## config.mk

```make
export PLATFORM = sky130hd
export DESIGN_NAME = k_means_ctrl
export DESIGN_NICKNAME = d
export VERILOG_FILES = /design/src/rtl/k_means_pkg.sv /design/src/rtl/k_means_point_streamer.sv /design/src/rtl/k_means_ctrl.sv
export SDC_FILE = /design/constraint.sdc
export NUM_CORES = 1
export LEC_CHECK = 0
export CORE_AREA = 2 2 158 160
export CTS_CLUSTER_DIAMETER = 100
export DETAILED_ROUTE_END_ITERATION = 7
export DIE_AREA = 0 0 160 162
export DONT_BUFFER_PORTS = 1
export SLEW_MARGIN = 5
export SYNTH_ARGS = -nofsm -noshare
export SYNTH_HDL_FRONTEND = slang
export SYNTH_SLANG_ARGS = --single-unit
```

## constraint.sdc

```tcl
create_clock -name clk -period 4.2 [get_ports clk]
set_input_delay 0.42 -clock clk [delete_from_list [all_inputs] [get_ports clk]]
set_output_delay 0.42 -clock clk [all_outputs]
set_load 0.01 [all_outputs]
```

## src/rtl/k_means_pkg.sv

```systemverilog
// Shared types and default sizes for the k-means sequencer.
package k_means_pkg;

    localparam int DEF_ADDR_WIDTH = 8;
    localparam int DEF_DATA_WIDTH = 91;
    localparam int DEF_K          = 4;
    localparam int DEF_ITER_WIDTH = 8;

    // Register number that receives the iteration count after the K centroids.
    localparam int ITER_REG_NUM   = DEF_K;

    typedef logic [DEF_DATA_WIDTH-1:0] point_t;

    typedef enum logic [2:0] {
        S_IDLE,
        S_SEED,
        S_STREAM,
        S_UPDATE,
        S_CHECK,
        S_WRITEBACK,
        S_DONE
    } state_t;

endpackage

```

## src/rtl/k_means_point_streamer.sv

```systemverilog
// Reads addresses 0..len-1 from a 1-cycle-latency RAM and presents them in
// order through a one-entry valid/accept holding register. A returning word is
// offered directly in its arrival cycle and parked in the holding register only
// if it is not taken, so full throughput is one word per cycle. The address
// counter clears when disabled or on the final accept, ready for the next pass.
module k_means_point_streamer #(
    parameter int ADDR_WIDTH = 8,
    parameter int DATA_WIDTH = 91
) (
    input  logic                  clk,
    input  logic                  rst_n,
    input  logic                  enable,
    input  logic [ADDR_WIDTH-1:0] len,
    input  logic                  accept,
    output logic                  ram_rd_en,
    output logic [ADDR_WIDTH-1:0] ram_addr,
    input  logic [DATA_WIDTH-1:0] ram_rd_data,
    output logic                  out_valid,
    output logic [DATA_WIDTH-1:0] out_data,
    output logic [ADDR_WIDTH-1:0] out_addr,
    output logic                  last
);

    logic [ADDR_WIDTH-1:0] rd_addr;
    logic                  pending;
    logic [ADDR_WIDTH-1:0] pend_addr;
    logic                  hold_valid;
    logic [DATA_WIDTH-1:0] hold_data;
    logic [ADDR_WIDTH-1:0] hold_addr;
    logic                  took;
    logic                  issue;

    // A word is in flight from RAM (pending) or parked (hold_valid), never both.
    assign out_valid = pending | hold_valid;
    assign out_data  = hold_valid ? hold_data : (pending ? ram_rd_data : '0);
    assign out_addr  = hold_valid ? hold_addr : pend_addr;
    assign took      = out_valid && accept;
    assign last      = took && (out_addr == len - 1'b1);

    // Only read when the output slot is empty or is being emptied this cycle.
    assign issue     = enable && (rd_addr < len) && (!out_valid || accept);
    assign ram_rd_en = issue;
    assign ram_addr  = issue ? rd_addr : '0;

    // Address counter, in-flight flag and holding-register occupancy.
    // NOTE: sequential state uses non-blocking assignments so every register
    // samples the pre-edge values, independent of statement order.
    always_ff @(posedge clk or negedge rst_n) begin
        if (!rst_n) begin
            rd_addr    <= '0;
            pending    <= 1'b0;
            pend_addr  <= '0;
            hold_valid <= 1'b0;
            hold_addr  <= '0;
        end else if (!enable || last) begin
            rd_addr    <= '0;
            pending    <= 1'b0;
            pend_addr  <= '0;
            hold_valid <= 1'b0;
        end else begin
            pending <= issue;
            if (issue) begin
                rd_addr   <= rd_addr + 1'b1;
                pend_addr <= rd_addr;
            end
            if (pending && !accept) begin
                hold_valid <= 1'b1;
                hold_addr  <= pend_addr;
            end else if (hold_valid && accept) begin
                hold_valid <= 1'b0;
            end
        end
    end

    // Holding-register payload.
    // NOTE: the wide data register has no reset; it is only observed while
    // hold_valid is set, which is reset, so clearing it would buy nothing.
    always_ff @(posedge clk) begin
        if (enable && pending && !accept) begin
            hold_data <= ram_rd_data;
        end
    end

endmodule

```

## src/rtl/k_means_ctrl.sv

```systemverilog
// Sequencer for the k-means datapath: seeds K centroids from point RAM,
// streams all points once per iteration, requests a centroid update, repeats
// up to cfg_max_iter times, then writes centroids and the iteration count to
// the register file and pulses irq.
// Build option: K_MEANS_CONV_CHECK_EN lets the CHECK state also finish early
// when the datapath reports convergence.
module k_means_ctrl
    import k_means_pkg::*;
#(
    parameter int ADDR_WIDTH = DEF_ADDR_WIDTH,
    parameter int DATA_WIDTH = DEF_DATA_WIDTH,
    parameter int K          = DEF_K,
    parameter int ITER_WIDTH = DEF_ITER_WIDTH
) (
    input  logic                  clk,
    input  logic                  rst_n,
    input  logic                  go,
    input  logic [ADDR_WIDTH-1:0] cfg_num_points,
    input  logic [ITER_WIDTH-1:0] cfg_max_iter,
    output logic                  ram_rd_en,
    output logic [ADDR_WIDTH-1:0] ram_addr,
    input  logic [DATA_WIDTH-1:0] ram_rd_data,
    output logic                  dp_cent_load,
    output logic [$clog2(K)-1:0]  dp_cent_idx,
    input  logic [DATA_WIDTH-1:0] dp_cent_rd_data,
    output logic                  dp_point_valid,
    output logic [DATA_WIDTH-1:0] dp_point,
    input  logic                  dp_ready,
    output logic                  dp_update_req,
    input  logic                  dp_update_done,
    input  logic                  dp_converged,
    output logic [ADDR_WIDTH-1:0] reg_num,
    output logic                  reg_w_r,
    output logic [DATA_WIDTH-1:0] reg_write_data,
    output logic                  irq,
    output logic                  busy
);

    localparam int                    IDX_WIDTH = $clog2(K);
    localparam logic [ADDR_WIDTH-1:0] K_ADDR    = ADDR_WIDTH'(K);
    localparam logic [ITER_WIDTH-1:0] ITER_SAT  = '1;

    state_t                state;
    state_t                state_next;
    logic                  go_q;
    logic                  go_rise;
    logic [ADDR_WIDTH-1:0] num_points;
    logic [ITER_WIDTH-1:0] max_iter;
    logic [ITER_WIDTH-1:0] iter;
    logic [ADDR_WIDTH-1:0] wb_cnt;
    logic                  upd_sent;
    logic                  done_cond;

    logic                  stream_en;
    logic                  stream_accept;
    logic [ADDR_WIDTH-1:0] stream_len;
    logic                  stream_valid;
    logic [DATA_WIDTH-1:0] stream_data;
    logic [ADDR_WIDTH-1:0] stream_addr;
    logic                  stream_last;

    assign go_rise    = go && !go_q;
    assign busy       = (state != S_IDLE);
    assign stream_en  = (state == S_SEED) || (state == S_STREAM);
    assign stream_len = (state == S_SEED) ? K_ADDR : num_points;
    assign dp_point   = stream_data;

`ifdef K_MEANS_CONV_CHECK_EN
    assign done_cond = (iter == max_iter) || dp_converged;
`else
    assign done_cond = (iter == max_iter);
    logic unused_converged;
    assign unused_converged = dp_converged;
`endif

    k_means_point_streamer #(
        .ADDR_WIDTH (ADDR_WIDTH),
        .DATA_WIDTH (DATA_WIDTH)
    ) u_streamer (
        .clk         (clk),
        .rst_n       (rst_n),
        .enable      (stream_en),
        .len         (stream_len),
        .accept      (stream_accept),
        .ram_rd_en   (ram_rd_en),
        .ram_addr    (ram_addr),
        .ram_rd_data (ram_rd_data),
        .out_valid   (stream_valid),
        .out_data    (stream_data),
        .out_addr    (stream_addr),
        .last        (stream_last)
    );

    // State register, latched configuration, iteration and writeback counters.
    always_ff @(posedge clk or negedge rst_n) begin
        if (!rst_n) begin
            state      <= S_IDLE;
            go_q       <= 1'b0;
            num_points <= '0;
            max_iter   <= '0;
            iter       <= '0;
            wb_cnt     <= '0;
            upd_sent   <= 1'b0;
        end else begin
            state    <= state_next;
            go_q     <= go;
            upd_sent <= (state == S_UPDATE);
            case (state)
                S_IDLE: begin
                    if (go_rise) begin
                        num_points <= cfg_num_points;
                        max_iter   <= cfg_max_iter;
                        iter       <= '0;
                        // Count-only runs skip straight to the iteration register.
                        wb_cnt     <= (cfg_num_points < K_ADDR) ? K_ADDR : '0;
                    end
                end
                S_UPDATE: begin
                    if (dp_update_done && (iter != ITER_SAT)) begin
                        iter <= iter + 1'b1;
                    end
                end
                S_WRITEBACK: wb_cnt <= wb_cnt + 1'b1;
                S_DONE:      wb_cnt <= '0;
                default: ;
            endcase
        end
    end

    // Next-state and output decode.
    // NOTE: every output and next-state gets a default before the case, so no
    // path through the block leaves a value unassigned and no latch is inferred.
    always_comb begin
        state_next     = state;
        stream_accept  = 1'b0;
        dp_cent_load   = 1'b0;
        dp_cent_idx    = '0;
        dp_point_valid = 1'b0;
        dp_update_req  = 1'b0;
        reg_num        = '0;
        reg_w_r        = 1'b0;
        reg_write_data = '0;
        irq            = 1'b0;
        case (state)
            S_IDLE: begin
                if (go_rise) begin
                    state_next = (cfg_num_points < K_ADDR) ? S_WRITEBACK : S_SEED;
                end
            end
            S_SEED: begin
                // Seeds are loaded as they arrive; the datapath cannot stall them.
                stream_accept = stream_valid;
                dp_cent_load  = stream_valid;
                dp_cent_idx   = IDX_WIDTH'(stream_addr);
                if (stream_last) begin
                    state_next = (max_iter == '0) ? S_WRITEBACK : S_STREAM;
                end
            end
            S_STREAM: begin
                stream_accept  = dp_ready;
                dp_point_valid = stream_valid;
                if (stream_last) begin
                    state_next = S_UPDATE;
                end
            end
            S_UPDATE: begin
                dp_update_req = !upd_sent;
                if (dp_update_done) begin
                    state_next = S_CHECK;
                end
            end
            S_CHECK: begin
                state_next = done_cond ? S_WRITEBACK : S_STREAM;
            end
            S_WRITEBACK: begin
                reg_w_r = 1'b1;
                reg_num = wb_cnt;
                if (wb_cnt < K_ADDR) begin
                    dp_cent_idx    = IDX_WIDTH'(wb_cnt);
                    reg_write_data = dp_cent_rd_data;
                end else begin
                    reg_write_data = DATA_WIDTH'(iter);
                    state_next     = S_DONE;
                end
            end
            S_DONE: begin
                irq        = 1'b1;
                state_next = S_IDLE;
            end
            default: state_next = S_IDLE;
        endcase
    end

endmodule
```

* Word level (Yosys, flattened, before mapping)
Index checks and enable logic that the tools add are counted.
** Cells by class
- Add/subtract/negate cells :: 4
- Magnitude comparators :: 3
- Equality and inequality tests :: 15
- Mux-type cells :: 39
- Bitwise operators :: 2
- Reductions and logical operators :: 30
** Operators by type and width (number)
- 91-bit 2-to-1 mux :: 4
- 8-bit 2-to-1 mux :: 11
- 3-bit 2-to-1 mux :: 9
- 8-bit by 1-bit adder with 8-bit output (second input constant) :: 3
- 8-bit one-hot mux with 3 select lines :: 1
- 3-bit one-hot mux with 6 select lines :: 1
- 8-bit == test :: 2
- 8-bit by 3-bit less-than comparator with 1-bit output (second input constant) :: 2
- 8-bit one-hot mux with 2 select lines :: 1
- 1-bit logical AND :: 10
- 3-bit == test (second input constant) :: 3
- 1-bit 2-to-1 mux :: 9
- 3-bit nonzero test :: 3
- 8-bit zero test :: 1
- 8-bit less-than comparator :: 1
- 8-bit != test (second input constant) :: 1
- 8-bit by 1-bit subtractor with 8-bit output (second input constant) :: 1
- 3-bit by 2-bit == test with 1-bit output (second input constant) :: 2
- 2-bit by 1-bit != test with 1-bit output (second input constant) :: 3
- 2-bit != test (second input constant) :: 3
- 2-bit AND reduction :: 3
- 1-bit zero test :: 5
- 5-bit AND reduction :: 1
- 2-bit one-hot mux with 2 select lines :: 1
- other kinds (9) :: 12
** Storage, ports and cells
- Register bits :: 154
- Input bits :: 204
- Output and inout bits :: 207

* Longest topological paths before layout
- Depth after elaboration :: 8
- Mapped depth :: 13

* Modules after synthesis
Synthesis repeated with hierarchy kept, for this count alone.
** Unflattened totals
- Cell total of the unflattened synthesis :: 755
- Area, all modules :: 8361.8 um^2
** By module, submodules not included
- k_means_point_streamer :: instances 1, cells an instance 396, area each 5459.0 um^2
- k_means_ctrl :: instances 1, cells an instance 359, area each 2902.8 um^2

* Worst setup path after synthesis
No wires, ideal clock.
- Path kind :: flip-flop to flip-flop
- Start point :: register state[1]
- End point :: register u_streamer.hold_data[0], enable pin
- Setup time :: 444 ps
- Arrival :: 3487 ps
- Data required time :: 3756 ps
- Setup slack :: 269 ps
- Stages on the path, launching flop included :: 7
- Period minus slack after synthesis :: 3931 ps
- Path through :: dfrtp_1 > nand2b_1 > a21oi_2 > nand2_1 > or3b_2 > clkbuf_1 > inv_1
** On the way
- Cells in the longest elaborated chain, start to end :: 4
- Elaborated cells between the ends (all ways) :: 7
- Classes of those cells :: eq/ne: 2; mux: 1; reduce/logical: 4
** RTL lines
- start, declared :: RTL line k_means_ctrl.sv:43 : state_t state;
- start signal, assigned :: RTL line k_means_ctrl.sv:105 : state <= state_next;
- 3-bit by 2-bit == test with 1-bit output or 3-bit by 1-bit == test with 1-bit output (tied branches) :: RTL line k_means_ctrl.sv:64, k_means_ctrl.sv:144
- 1-bit one-hot mux with 2 select lines or 1-bit logical OR (tied branches) :: RTL line k_means_ctrl.sv:144, k_means_ctrl.sv:64
- 1-bit zero test or 1-bit logical AND (tied branches) :: RTL line k_means_point_streamer.sv:79 : if (enable && pending && !accept) begin
- 1-bit logical AND (*) :: RTL line k_means_point_streamer.sv:79
- end signal, assigned :: RTL line k_means_point_streamer.sv:80 : hold_data <= ram_rd_data;
- end, declared :: RTL line k_means_point_streamer.sv:28 : logic [DATA_WIDTH-1:0] hold_data;
Every way passes the cells marked *; elsewhere a longest branch is shown, timed or not.
A chain may end at the register's enable or synchronous reset.

* Worst setup path after layout
- Start point :: register state[2]
- End point :: output ram_addr[2]
** On the way
- Cells in the longest elaborated chain, start to end :: 6
- Elaborated cells between the ends (all ways) :: 10
- Classes of those cells :: order compare: 1; eq/ne: 2; mux: 3; reduce/logical: 4
** RTL lines
- 3-bit by 1-bit == test with 1-bit output :: RTL line k_means_ctrl.sv:64, k_means_ctrl.sv:65, k_means_ctrl.sv:144
- 8-bit 2-to-1 mux :: RTL line k_means_ctrl.sv:65 : assign stream_len = (state == S_SEED) ? K_ADDR : num_points;
- 8-bit less-than comparator :: RTL line k_means_point_streamer.sv:41 : assign issue = enable && (rd_addr < len) && (!out_valid || accept);
- 1-bit logical AND :: RTL line k_means_point_streamer.sv:41
- 1-bit logical AND (*) :: RTL line k_means_point_streamer.sv:41
- named net ram_rd_en :: RTL line k_means_ctrl.sv:20 : output logic ram_rd_en,
- 8-bit 2-to-1 mux (*) :: RTL line k_means_point_streamer.sv:43 : assign ram_addr = issue ? rd_addr : '0;
- end, declared :: RTL line k_means_ctrl.sv:21 : output logic [ADDR_WIDTH-1:0] ram_addr,
The timed path passes the listed nets; every way through them passes the cells marked *.

==> impl_results.md <==
- Status: finished, final reports clean
- Largest family of logic cells by synthesized area: simple AND/OR/NAND/NOR gates
- Synth Cell Area: 8040 um2
- Post-Synth XOR/XNOR Area: 2.68%
- Htree depth: 4
- Vias: 5725
- Max-slew violation count: 0
- Required time worst endpoint: 3.78 ns
- Leak pwr: 0.00359 uW
- CTS root buf: clkbuf_16
- CTS buffer count: 17
- Average wire per standard cell: 23.2 um
- RSZ-0062 raised after global routing: no
- Most common cell in the netlist: a22o_1
- Antenna violations before repair: 18
- Most instantiated cells after synthesis: a22o_1 (92), and2_1 (91), edfxtp_1 (91)
- Syn avg cell area: 10.8 um2
- Vias in the first global route: 5482
- Leading area contributor after synthesis: edfxtp_1
- FILL cells: 2347
- # Post-CTS Setup Buffers: 0
- DR DRC count: 0
- Register Area: 4310 um2
- Synthesized Nets: 959
- CTS clk-pin slew, worst paths: 0.07 ns
- Reg2reg start: state[2]
- DR pass1 iterations: 5
- IO buf count: 0
- Adder-cell area share of the yosys netlist: 1.71%
- CTS tree: done
- Synth area leaders: edfxtp_1 (34%), dfrtp_1 (20%), a22o_1 (10%)
- WP data arrival: 3.33 ns
- Proportion of layout cells with a drive suffix above 1: 8.76%
- Mux cell area share after synthesis: 3.38%
- Setup crit end kind: output port
- Final Hold Viols: 0
- Final Setup Violations: 0
- Clk buf depth: 2
- Crit path from: state[2]
- Num ports: 411
- Yosys top cell area share: 34.0%
- Reg2Reg Depth: 10
- Fin crit period: 3.75 ns
- Area of the die: 25900 um2
- Syn Inst Count: 744
- MaxCap Viol Count: 0
- GR Overflow Total: 0
- HP Start: ram_rd_data[14]
- Final Cycle Share: 89.3%
- Total wire length: 25100 um
- CP max FO: 16
- Worst vdd ir: 0.218 mV
- Slew Limit Headroom: 37.2%
- Iter 0 DRT Violations: 519
- Global-route wire length before repair: 35800 um
- Synth Area in Compound Gates: 16.1%
- Worst clock skew: 0.0224 ns
- Placer congestion estimate: 0.795
- Placed Area: 8380 um2
- Post-synth ARST share: 40.9%
- CTS resizes: 0
- RR Endpoint: u_streamer.rd_addr[6]
- Worst setup SP type: flop
- Core footprint: 24100 um2
- Largest net degree at the start of global routing: 93
- Gr usage total: 18.7%
- Hold Worst Slack: 0.0778 ns
- R2r setup slk: 0.82 ns
- Final layout net count: 944
- PwrDens: 623 nW/um2
- Worst min path class: in2reg
- Clock latency on the worst-skew pair: 0.43 ns
- Slew @ Worst Pin: 0.942 ns
- Max Freq: 0.267 GHz
- Die X: 160 um
- Critical path class: reg2out
- Simple-gate share of the synthesized area: 19.0%
- Area of the multi-input gates: 3450 um2
- Row cnt: 57
- EDFF count, synth: 91
- Register area share after synthesis: 53.6%
- DIE HEIGHT: 162 um
- Synth-to-layout area growth: 12.2%
- Distinct cells, synth: 63
- CTS Sinks: 154
- Commonest register cell after synthesis: edfxtp_1
- Dpl hpwl: 19600 um
- Antenna violation net count after detailed routing: 0
- Final setup TNS: 0 ns
- Routed vias/inst: 5.31
- #FFs+latches synth: 154
- Design Area, Final: 9010 um2
- Initial Utilization: 33.3%
- Crit path capture: ram_addr[2]
- Synth Warn #: 0
==> kinds of logic (layout without fill, tap and decap cells) <==
kind of cell	after synthesis	in the layout
other	0	13
AO/OA/AOI/OAI	167	167
multiplexers	26	26
XOR/XNOR	23	23
adder cells (fa/ha/maj)	11	11
buffers and inverters	72	70
flip-flops	154	154
AND/OR/NAND/NOR	291	291
==> report_power, final <==
group          internal [uW]  total (uW)  leakage (uW)  switching (uW)
registers               1870        2130       0.00166             263
logic                    742        2030       0.00166            1290
clock network            778        1450      0.000268             677
==> metrics by stage <==
stage | power, uW | cells | utilization [%] | worst slack, ns
CTS | 5700 | 1066 | 37.3 | 0.413
detailed placement | 4200 | 1031 | 34.8 | 0.854
global route | 5980 | 1077 | 37.4 | 0.201
global placement | 4170 | 1031 | 34.8 | 0.890
finish | 5620 | 1079 | 37.4 | 0.449
floorplan | 3720 | 744 | - | 0.269
==> registers in the layout (all words and copies together), names as in the netlist, 3 cells and up <==
| name | count |
|---|---|
| state | 3 |
| u_streamer.pend_addr | 8 |
| iter | 8 |
| max_iter | 8 |
| u_streamer.hold_data | 91 |
| wb_cnt | 8 |
| num_points | 8 |
| u_streamer.rd_addr | 8 |
| u_streamer.hold_addr | 8 |
==> layout by cell type (no fill, tap or decap), types with 7 or more instances in the layout <==
| master | Yosys | routed |
|---|---|---|
| buf_4 | 0 | 11 |
| ha_1 | 11 | 11 |
| dfrtp_1 | 63 | 62 |
| or3_1 | 8 | 8 |
| a21oi_1 | 16 | 16 |
| diode_2 | 0 | 13 |
| xnor2_1 | 11 | 11 |
| nor2_1 | 42 | 41 |
| inv_6 | 0 | 7 |
| clkbuf_16 | 0 | 17 |
| and2_1 | 91 | 91 |
| nor4_1 | 7 | 7 |
| nand2_1 | 88 | 88 |
| mux2_2 | 9 | 9 |
| edfxtp_1 | 91 | 91 |
| inv_1 | 20 | 19 |
| a22o_1 | 92 | 92 |
| xor2_1 | 11 | 11 |
| mux2i_1 | 17 | 17 |
| o21ai_0 | 26 | 26 |
| nand3_1 | 13 | 13 |
==> critical path, cell delays in order, from the launching register on <==
cell and delay (ns):
dfrtp_1 0.57, or3b_1 0.64, nand2_1 0.16, ha_1 0.25
a211o_1 0.25, o211ai_1 0.08, o2111ai_1 0.19, or2_1 0.27
clkinv_1 0.21, nand2_1 0.14, inv_1 0.13
==> how the worst min path moves through the flow <==
stage | end | slack (ns) | cells after the start
6_report | u_streamer.hold_data[14] | 0.08 | 0
5_1_grt | u_streamer.hold_data[11] | 0.05 | 0
4_1_cts | u_streamer.hold_data[71] | 0.06 | 0
3_5_place_dp | max_iter[3] | 0.13 | 0
3_3_place_gp | max_iter[3] | 0.13 | 0
2_1_floorplan | go_q | 0.12 | 0
==> what timing repair did <==
| item | CTS | global route |
|---|---|---|
| hold buffers | 3 | 0 |
| endpoints found under the setup margin | 0 | 0 |
| hold endpoints to repair | 64 | 0 |
==> layer usage <==
layer	part of all wire [%]	vias up	GRT usage, %
met5	0.22	-	0
met4	2.2	8	6.80
met3	10	35	8.50
met2	53	298	34.0
met1	35	2702	18.9
li1	-	2682	-
==> cell type report <==
class / instances / share of cell area (%)
Multi-Input combinational cell: 518 / 38.3
Antenna cell: 13 / 0.361
Timing Repair Buffer: 16 / 1.89
Clock buffer: 17 / 4.72
Inverter: 22 / 0.930
Tap cell: 324 / 4.50
Clock inverter: 15 / 1.46
Sequential cell: 154 / 47.8
No activity file was read; power rests on OpenSTA's default activity.
